===== src/rtl/seg_scan_pkg.sv =====
// ---------------------------------------------------------------------------
// | Module : seg_scan_pkg                                                   |
// | Shared state encoding, segment table and decoder enables for the scan. |
// | Revision: 1.0                                                           |
// ---------------------------------------------------------------------------
`default_nettype none

package seg_scan_pkg;

  typedef enum logic [1:0] {
    ST_IDLE  = 2'd0,
    ST_SHOW  = 2'd1,
    ST_BLANK = 2'd2
  } state_e;

  typedef struct packed {
    logic e1;
    logic e2;
    logic e3;
  } dec_en_t;

  localparam dec_en_t c_DEC_ON  = '{e1: 1'b1, e2: 1'b0, e3: 1'b0};
  localparam dec_en_t c_DEC_OFF = '{e1: 1'b0, e2: 1'b1, e3: 1'b1};

  localparam logic [7:0] c_SEG_DARK  = 8'hFF;
  localparam logic [6:0] c_SEG_BLANK = 7'h7F;

  // Active-low {g,f,e,d,c,b,a} for hex digits 0..F
  localparam logic [6:0] c_HEX_SEG [16] = '{
    7'h40, 7'h79, 7'h24, 7'h30, 7'h19, 7'h12, 7'h02, 7'h78,
    7'h00, 7'h10, 7'h08, 7'h03, 7'h46, 7'h21, 7'h06, 7'h0E
  };

  // Index of the most significant nonzero nibble; 0 when the word is zero.
  function automatic logic [2:0] msd_index(input logic [31:0] word);
    logic [2:0] idx;
    idx = 3'd0;
    for (int i = 1; i < 8; i++) begin
      if (word[4*i +: 4] != 4'd0) idx = 3'(i);
    end
    return idx;
  endfunction

endpackage

`default_nettype wire


===== src/rtl/seg_scan_ctrl_if.sv =====
// ---------------------------------------------------------------------------
// | Module : seg_scan_ctrl_if                                               |
// | Load handshake and display-drive bundle of the scan controller.         |
// | Revision: 1.0                                                           |
// ---------------------------------------------------------------------------
`default_nettype none

interface seg_scan_ctrl_if;
  logic [31:0] data_in;
  logic [7:0]  dp_in;
  logic        load_valid;
  logic        load_ready;
  logic        scan_en;
  logic        sel_a;
  logic        sel_b;
  logic        sel_c;
  logic        dec_e1;
  logic        dec_e2;
  logic        dec_e3;
  logic [7:0]  seg_n;
  logic        frame_done;

  modport master (
    output data_in, dp_in, load_valid, scan_en,
    input  load_ready, sel_a, sel_b, sel_c, dec_e1, dec_e2, dec_e3,
           seg_n, frame_done
  );

  modport slave (
    input  data_in, dp_in, load_valid, scan_en,
    output load_ready, sel_a, sel_b, sel_c, dec_e1, dec_e2, dec_e3,
           seg_n, frame_done
  );
endinterface

`default_nettype wire


===== src/rtl/hex7seg.sv =====
// ---------------------------------------------------------------------------
// | Module : hex7seg                                                        |
// | Combinational nibble to active-low 7-segment pattern.                   |
// | Revision: 1.0                                                           |
// ---------------------------------------------------------------------------
`default_nettype none

module hex7seg
  import seg_scan_pkg::*;
(
  input  logic [3:0] nibble_i,
  output logic [6:0] seg_o
);

  assign seg_o = c_HEX_SEG[nibble_i];

endmodule

`default_nettype wire


===== src/rtl/seg_scan_ctrl.sv =====
// ---------------------------------------------------------------------------
// | Module : seg_scan_ctrl                                                  |
// | 8-digit multiplexed 7-segment scanner with double-buffered load.        |
// | Option : LZ_BLANK_EN enables leading-zero blanking.                     |
// | Revision: 1.0                                                           |
// ---------------------------------------------------------------------------
`default_nettype none

module seg_scan_ctrl
  import seg_scan_pkg::*;
#(
  parameter int SCAN_DIV  = 50000,
  parameter int BLANK_CYC = 16
) (
  input  logic            clk,
  input  logic            rst_n,
  seg_scan_ctrl_if.slave  bus
);

  localparam int c_CNT_MAX = (SCAN_DIV > BLANK_CYC) ? SCAN_DIV : BLANK_CYC;
  localparam int c_CNT_W   = $clog2(c_CNT_MAX);
  localparam logic [c_CNT_W-1:0] c_SHOW_LOAD  = c_CNT_W'(SCAN_DIV - 1);
  localparam logic [c_CNT_W-1:0] c_BLANK_LOAD = c_CNT_W'(BLANK_CYC - 1);

  state_e               state_q, state_d;
  logic [2:0]           idx_q, idx_d;
  logic [c_CNT_W-1:0]   cnt_q, cnt_d;
  logic [31:0]          disp_data_q, disp_data_d;
  logic [7:0]           disp_dp_q, disp_dp_d;
  logic [31:0]          pend_data_q, pend_data_d;
  logic [7:0]           pend_dp_q, pend_dp_d;
  logic                 pend_full_q, pend_full_d;
  logic                 ready_q, ready_d;
  logic [2:0]           sel_q, sel_d;
  dec_en_t              dec_q, dec_d;
  logic [7:0]           seg_q, seg_d;
  logic                 frame_done_q, frame_done_d;

  logic                 w_accept;
  logic                 w_wrap;
  logic [3:0]           w_nibble;
  logic [6:0]           w_seg7;
  logic                 w_lz_blank;

  assign w_accept = bus.load_valid && ready_q;

  always_comb begin
    state_d     = state_q;
    idx_d       = idx_q;
    cnt_d       = cnt_q;
    disp_data_d = disp_data_q;
    disp_dp_d   = disp_dp_q;
    pend_data_d = pend_data_q;
    pend_dp_d   = pend_dp_q;
    pend_full_d = pend_full_q;
    w_wrap      = 1'b0;

    if (!bus.scan_en) begin
      state_d = ST_IDLE;
      idx_d   = 3'd0;
    end else begin
      case (state_q)
        ST_IDLE: begin
          state_d = ST_SHOW;
          idx_d   = 3'd0;
          cnt_d   = c_SHOW_LOAD;
        end
        ST_SHOW: begin
          if (cnt_q == '0) begin
            state_d = ST_BLANK;
            cnt_d   = c_BLANK_LOAD;
          end else begin
            cnt_d = cnt_q - 1'b1;
          end
        end
        ST_BLANK: begin
          if (cnt_q == '0) begin
            state_d = ST_SHOW;
            cnt_d   = c_SHOW_LOAD;
            idx_d   = idx_q + 3'd1;
            w_wrap  = (idx_q == 3'd7);
          end else begin
            cnt_d = cnt_q - 1'b1;
          end
        end
        default: begin
          state_d = ST_IDLE;
          idx_d   = 3'd0;
        end
      endcase
    end

    // A word accepted on the wrap edge cannot collide with a transfer:
    // acceptance requires the pending register to be empty.
    if (w_wrap && pend_full_q) begin
      disp_data_d = pend_data_q;
      disp_dp_d   = pend_dp_q;
      pend_full_d = 1'b0;
    end

    if (w_accept) begin
      if (state_q == ST_IDLE) begin
        disp_data_d = bus.data_in;
        disp_dp_d   = bus.dp_in;
      end else begin
        pend_data_d = bus.data_in;
        pend_dp_d   = bus.dp_in;
        pend_full_d = 1'b1;
      end
    end
  end

  assign w_nibble = disp_data_d[4*idx_d +: 4];

  hex7seg u_hex7seg (
    .nibble_i (w_nibble),
    .seg_o    (w_seg7)
  );

`ifdef LZ_BLANK_EN
  assign w_lz_blank = (idx_d > msd_index(disp_data_d));
`else
  assign w_lz_blank = 1'b0;
`endif

  // Outputs are computed from next-state so they land on the same edge.
  always_comb begin
    sel_d        = sel_q;
    dec_d        = c_DEC_OFF;
    seg_d        = c_SEG_DARK;
    frame_done_d = w_wrap;
    ready_d      = ~pend_full_d;

    if (state_d == ST_SHOW) begin
      sel_d = idx_d;
      dec_d = c_DEC_ON;
      seg_d = {~disp_dp_d[idx_d], (w_lz_blank ? c_SEG_BLANK : w_seg7)};
    end
  end

  always_ff @(posedge clk or negedge rst_n) begin
    if (!rst_n) begin
      state_q      <= ST_IDLE;
      idx_q        <= 3'd0;
      cnt_q        <= '0;
      disp_data_q  <= 32'd0;
      disp_dp_q    <= 8'd0;
      pend_data_q  <= 32'd0;
      pend_dp_q    <= 8'd0;
      pend_full_q  <= 1'b0;
      ready_q      <= 1'b1;
      sel_q        <= 3'd0;
      dec_q        <= c_DEC_OFF;
      seg_q        <= c_SEG_DARK;
      frame_done_q <= 1'b0;
    end else begin
      state_q      <= state_d;
      idx_q        <= idx_d;
      cnt_q        <= cnt_d;
      disp_data_q  <= disp_data_d;
      disp_dp_q    <= disp_dp_d;
      pend_data_q  <= pend_data_d;
      pend_dp_q    <= pend_dp_d;
      pend_full_q  <= pend_full_d;
      ready_q      <= ready_d;
      sel_q        <= sel_d;
      dec_q        <= dec_d;
      seg_q        <= seg_d;
      frame_done_q <= frame_done_d;
    end
  end

  assign bus.load_ready = ready_q;
  assign bus.sel_a      = sel_q[2];
  assign bus.sel_b      = sel_q[1];
  assign bus.sel_c      = sel_q[0];
  assign bus.dec_e1     = dec_q.e1;
  assign bus.dec_e2     = dec_q.e2;
  assign bus.dec_e3     = dec_q.e3;
  assign bus.seg_n      = seg_q;
  assign bus.frame_done = frame_done_q;

endmodule

`default_nettype wire


===== src/flat_wrapper.sv =====
// flat-port wrapper written by rule: the top's interface ports become plain ports
module seg_scan_ctrl_flat import seg_scan_pkg::*;
#(
  parameter int SCAN_DIV  = 50000,
  parameter int BLANK_CYC = 16
)
  (clk, rst_n, bus_data_in, bus_dp_in, bus_load_valid, bus_scan_en, bus_load_ready, bus_sel_a, bus_sel_b, bus_sel_c, bus_dec_e1, bus_dec_e2, bus_dec_e3, bus_seg_n, bus_frame_done);
  seg_scan_ctrl_if bus_i ();
  input  logic clk;
  input  logic rst_n;
  input wire logic [$bits(bus_i.data_in)-1:0] bus_data_in;
  input wire logic [$bits(bus_i.dp_in)-1:0] bus_dp_in;
  input wire logic [$bits(bus_i.load_valid)-1:0] bus_load_valid;
  input wire logic [$bits(bus_i.scan_en)-1:0] bus_scan_en;
  output wire logic [$bits(bus_i.load_ready)-1:0] bus_load_ready;
  output wire logic [$bits(bus_i.sel_a)-1:0] bus_sel_a;
  output wire logic [$bits(bus_i.sel_b)-1:0] bus_sel_b;
  output wire logic [$bits(bus_i.sel_c)-1:0] bus_sel_c;
  output wire logic [$bits(bus_i.dec_e1)-1:0] bus_dec_e1;
  output wire logic [$bits(bus_i.dec_e2)-1:0] bus_dec_e2;
  output wire logic [$bits(bus_i.dec_e3)-1:0] bus_dec_e3;
  output wire logic [$bits(bus_i.seg_n)-1:0] bus_seg_n;
  output wire logic [$bits(bus_i.frame_done)-1:0] bus_frame_done;
  assign bus_i.data_in = bus_data_in;
  assign bus_i.dp_in = bus_dp_in;
  assign bus_i.load_valid = bus_load_valid;
  assign bus_i.scan_en = bus_scan_en;
  assign bus_load_ready = bus_i.load_ready;
  assign bus_sel_a = bus_i.sel_a;
  assign bus_sel_b = bus_i.sel_b;
  assign bus_sel_c = bus_i.sel_c;
  assign bus_dec_e1 = bus_i.dec_e1;
  assign bus_dec_e2 = bus_i.dec_e2;
  assign bus_dec_e3 = bus_i.dec_e3;
  assign bus_seg_n = bus_i.seg_n;
  assign bus_frame_done = bus_i.frame_done;
  seg_scan_ctrl #(.SCAN_DIV(SCAN_DIV), .BLANK_CYC(BLANK_CYC)) u_core (.clk(clk), .rst_n(rst_n), .bus(bus_i));
endmodule

===== config.mk =====
export PLATFORM = sky130hd
export DESIGN_NAME = seg_scan_ctrl_flat
export DESIGN_NICKNAME = d
export VERILOG_FILES = /design/src/rtl/seg_scan_pkg.sv /design/src/rtl/seg_scan_ctrl_if.sv /design/src/rtl/hex7seg.sv /design/src/rtl/seg_scan_ctrl.sv /design/src/flat_wrapper.sv
export SDC_FILE = /design/constraint.sdc
export NUM_CORES = 1
export LEC_CHECK = 0
export ABC_AREA = 1
export BUFFER_PORTS_ARGS = -buffer_cell sky130_fd_sc_hd__buf_2
export CAP_MARGIN = 20
export CORE_ASPECT_RATIO = 0.5
export CORE_MARGIN = 5
export CORE_UTILIZATION = 60
export DETAILED_ROUTE_END_ITERATION = 7
export GPL_TIMING_DRIVEN = 0
export PLACE_DENSITY = 0.86
export SLEW_MARGIN = 10
export SYNTH_ARGS = -nofsm -noshare
export SYNTH_HDL_FRONTEND = slang
export SYNTH_HIERARCHICAL = 1
export SYNTH_SLANG_ARGS = --single-unit

===== constraint.sdc =====
create_clock -name clk -period 4 [get_ports clk]
set_clock_uncertainty 0.15 [all_clocks]
set_input_delay 0.8 -clock clk [delete_from_list [all_inputs] [get_ports clk]]
set_output_delay 0.8 -clock clk [all_outputs]
set_load 0.02 [all_outputs]

==> flow_summary.json <==
{
  "htreeDepth": 4,
  "die_h_um": 82.8,
  "synth-edff-count": 0,
  "cts_setup_buffers": 0,
  "drt-total-wl_um": 17200,
  "yosys-top-cells-area": "dfrtp_1, nand2_1, nand3_1",
  "cts_max_path_buffers": 2,
  "status": "finished, final reports clean",
  "dpl.hpwl_um": 11400,
  "cts.repair.resized": 0,
  "ant_nets": 0,
  "die_w_um": 156,
  "vias_per_cell": 5.65,
  "ir_worst_vdd_uv": 325,
  "syn_nets": 883,
  "path_max_fanout": 10,
  "synthAdderAreaFrac_pct": 2.75,
  "finish.utilization_pct": 72.7,
  "postLayoutSetupSlackWorst_ns": 0.278,
  "syn2layout_area_growth_pct": 17.5,
  "first_pass_iters": 7,
  "cts_made_buffers": 17,
  "drive_above_1_share_pct": 16.5,
  "crit_type": "reg2reg",
  "p_leak_nw": 4.02,
  "place_ws_ns": -0.102,
  "grt_pass1_vias": 5771,
  "hold_buffers": 0,
  "synth-xor-area-share_pct": 0.826,
  "final_common_cell": "nand2_1",
  "synth.avg_cell_area_um2": 7.71,
  "final_cell_mix": "nand2_1, nand3_1, dfrtp_1, inv_1, buf_2",
  "final_nets": 962,
  "clock-root-buffer": "clkbuf_16",
  "drc_errors": 0,
  "place_congestion": 0.893,
  "rows": 26,
  "crit_required_ns": 4.19,
  "detailed_place.area_um2": 6870,
  "setup_viol": 0,
  "start_kind": "flip-flop",
  "worst_setup_path_end_kind": "flip-flop",
  "cts_sinks": 117,
  "p_total_mw": 4.56,
  "synth_top_area_share_pct": 42.1,
  "synth-compound-area-share_pct": 4.82,
  "synth.yosys.seq_area_share_pct": 46.2,
  "maxCapViolations": 0,
  "synth_top_family_by_area": "simple AND/OR/NAND/NOR gates",
  "path_clk_slew_ns": 0.06,
  "syn_inst": 825,
  "yosysWarnings": 6,
  "finalCritPeriodShare_pct": 93.0,
  "synth_mux_area_share_pct": 0,
  "synth-simple-area-share_pct": 36.8,
  "hold_viol": 0,
  "antenna_found_initial": 0,
  "gr-total-overflow": 0,
  "power.density_nw_per_um2": 609,
  "period_needed_ns": 3.72,
  "vias": 5964,
  "hold_path_class": "in2async",
  "grt.total_usage_pct": 27.3,
  "synth_seq_cells": 117,
  "worst_pin_slew_ns": 0.801,
  "grt_max_degree": 62,
  "arrival_ns": 3.91,
  "drtIter0Drc": 682,
  "synth-main-ff-cell": "dfrtp_1",
  "cts_tree": "built",
  "initial_core_util_pct": 61.9,
  "insertion_delay_ns": 0.42,
  "grt_pass1_wl_um": 28200,
  "diodes": 0,
  "max_freq_mhz": 269,
  "io_buffer_count": 59,
  "detail_route.wl_per_cell_um": 16.3,
  "netlist_area_um2": 6360,
  "die_area_um2": 12900,
  "finalMaxSlewViolations": 0,
  "nFillCells": 767,
  "relSlewSlack_pct": 46.4,
  "core_um2": 10300,
  "async_flop_share_pct": 100,
  "synth_cell_type_count": 39,
  "num_io_pins": 60,
  "hold-worst-slack_ns": 0.192,
  "synth_top_area_cell": "dfrtp_1",
  "design_area_um2": 7470
}
critical path, cell delays in order (launching register included):
cell and delay [ns]:
dfrtp_1 0.37, inv_1 0.08, ha_1 0.22, inv_1 0.10
nor2_4 0.08, inv_1 0.10, clkbuf_2 0.30, clkbuf_1 0.48
nand3_1 0.19, nand3_1 0.13, nand3_1 0.10, nand2_1 0.07
nand2_1 0.05, nand2_1 0.24, inv_1 0.16, ha_1 0.21
inv_1 0.10, nand2_1 0.08, nand3_1 0.08, nand2_1 0.05
or2_2 0.28
registers in the layout, indices dropped and copies added (netlist names), 2 cells and up:
register,count
u_core/idx_q,3
u_core/cnt_q,16
u_core/state_q,2
u_core/disp_dp_q,8
u_core/pend_dp_q,8
u_core/disp_data_q,32
u_core/bus.seg_n,8
u_core/sel_q,3
u_core/pend_data_q,32
layer usage:
layer / vias up / global-route usage, % / wire (um)
met3: 57 / 5.45 / 1760
met4: 0 / 11.4 / 505
met1: 2762 / 37.0 / 6950
met2: 359 / 43.2 / 7950
li1: 2786 / - / -
met5: - / 0 / 0
synth_stat cells (3+ instances only):
master    instances
nand2_1         281
nand2_2           5
and2_1            8
dfstp_2          10
inv_1            86
nor2_2            8
buf_1             3
o21ai_0          25
buf_2             9
clkinv_1          3
dfrtp_1         107
buf_4             6
nor3_1            4
nor2_1           26
nand3b_1         28
buf_6             3
nand3_2           3
or2_1             5
clkbuf_1         17
ha_1             14
inv_2             3
o211ai_2          4
xor2_1            5
o21ai_1           3
a22oi_1           4
a21oi_1          11
nand3_1         126
nand4_1           3
through the flow:
step | TNS, ns | std cells
3_3_place_gp | -0.0815 | 1024
4_1_cts | 0 | 1056
6_report | 0 | 1056
3_5_place_dp | -0.226 | 1025
2_1_floorplan | 0 | 825
5_1_grt | -0.0172 | 1056
logic make-up (layout without fill, tap and decap cells):
family,Yosys count,in the layout
flops,117,117
compound gates,51,51
xor+xnor,6,6
simple gates,507,507
fa+ha+maj,14,14
buf+inv,130,221
power by group:
| part | total, mW | switching (mW) | internal (mW) |
|---|---|---|---|
| Combinational | 1.24 | 0.777 | 0.465 |
| Sequential | 1.76 | 0.154 | 1.61 |
| Clock | 1.55 | 0.532 | 1.02 |
area by class of cell:
cell class	count	area, um2	area share [%]
plain buffers	38	200	2.68
clock buffers	22	474	6.34
clock inverters	9	126	1.69
inverters	92	345	4.62
multi-input cells	578	2880	38.6
flip-flops and latches	117	2940	39.3
well taps	140	175	2.34
repair buffers	60	329	4.40
path summary, 6_finish.rpt:
path                                                      end  slack (ns)                                from  depth (start not counted)
setup / recovery                u_core/bus.seg_n[0]$_DFF_PN1_        0.28         u_core/state_q[0]$_DFF_PN0_                         20
hold / removal               u_core/disp_data_q[28]$_DFF_PN0_        0.19                               rst_n                          1
setup reg to reg                u_core/bus.seg_n[0]$_DFF_PN1_        0.28         u_core/state_q[0]$_DFF_PN0_                         20
hold reg to reg            u_core/pend_data_q[10]$_DFFE_PN0P_        0.32  u_core/pend_data_q[10]$_DFFE_PN0P_                          2
max in group asynchronous       u_core/bus.seg_n[7]$_DFF_PN1_        2.78                               rst_n                          2
min in group clk           u_core/pend_data_q[10]$_DFFE_PN0P_        0.32  u_core/pend_data_q[10]$_DFFE_PN0P_                          2
(Power assumes the default switching activity.)
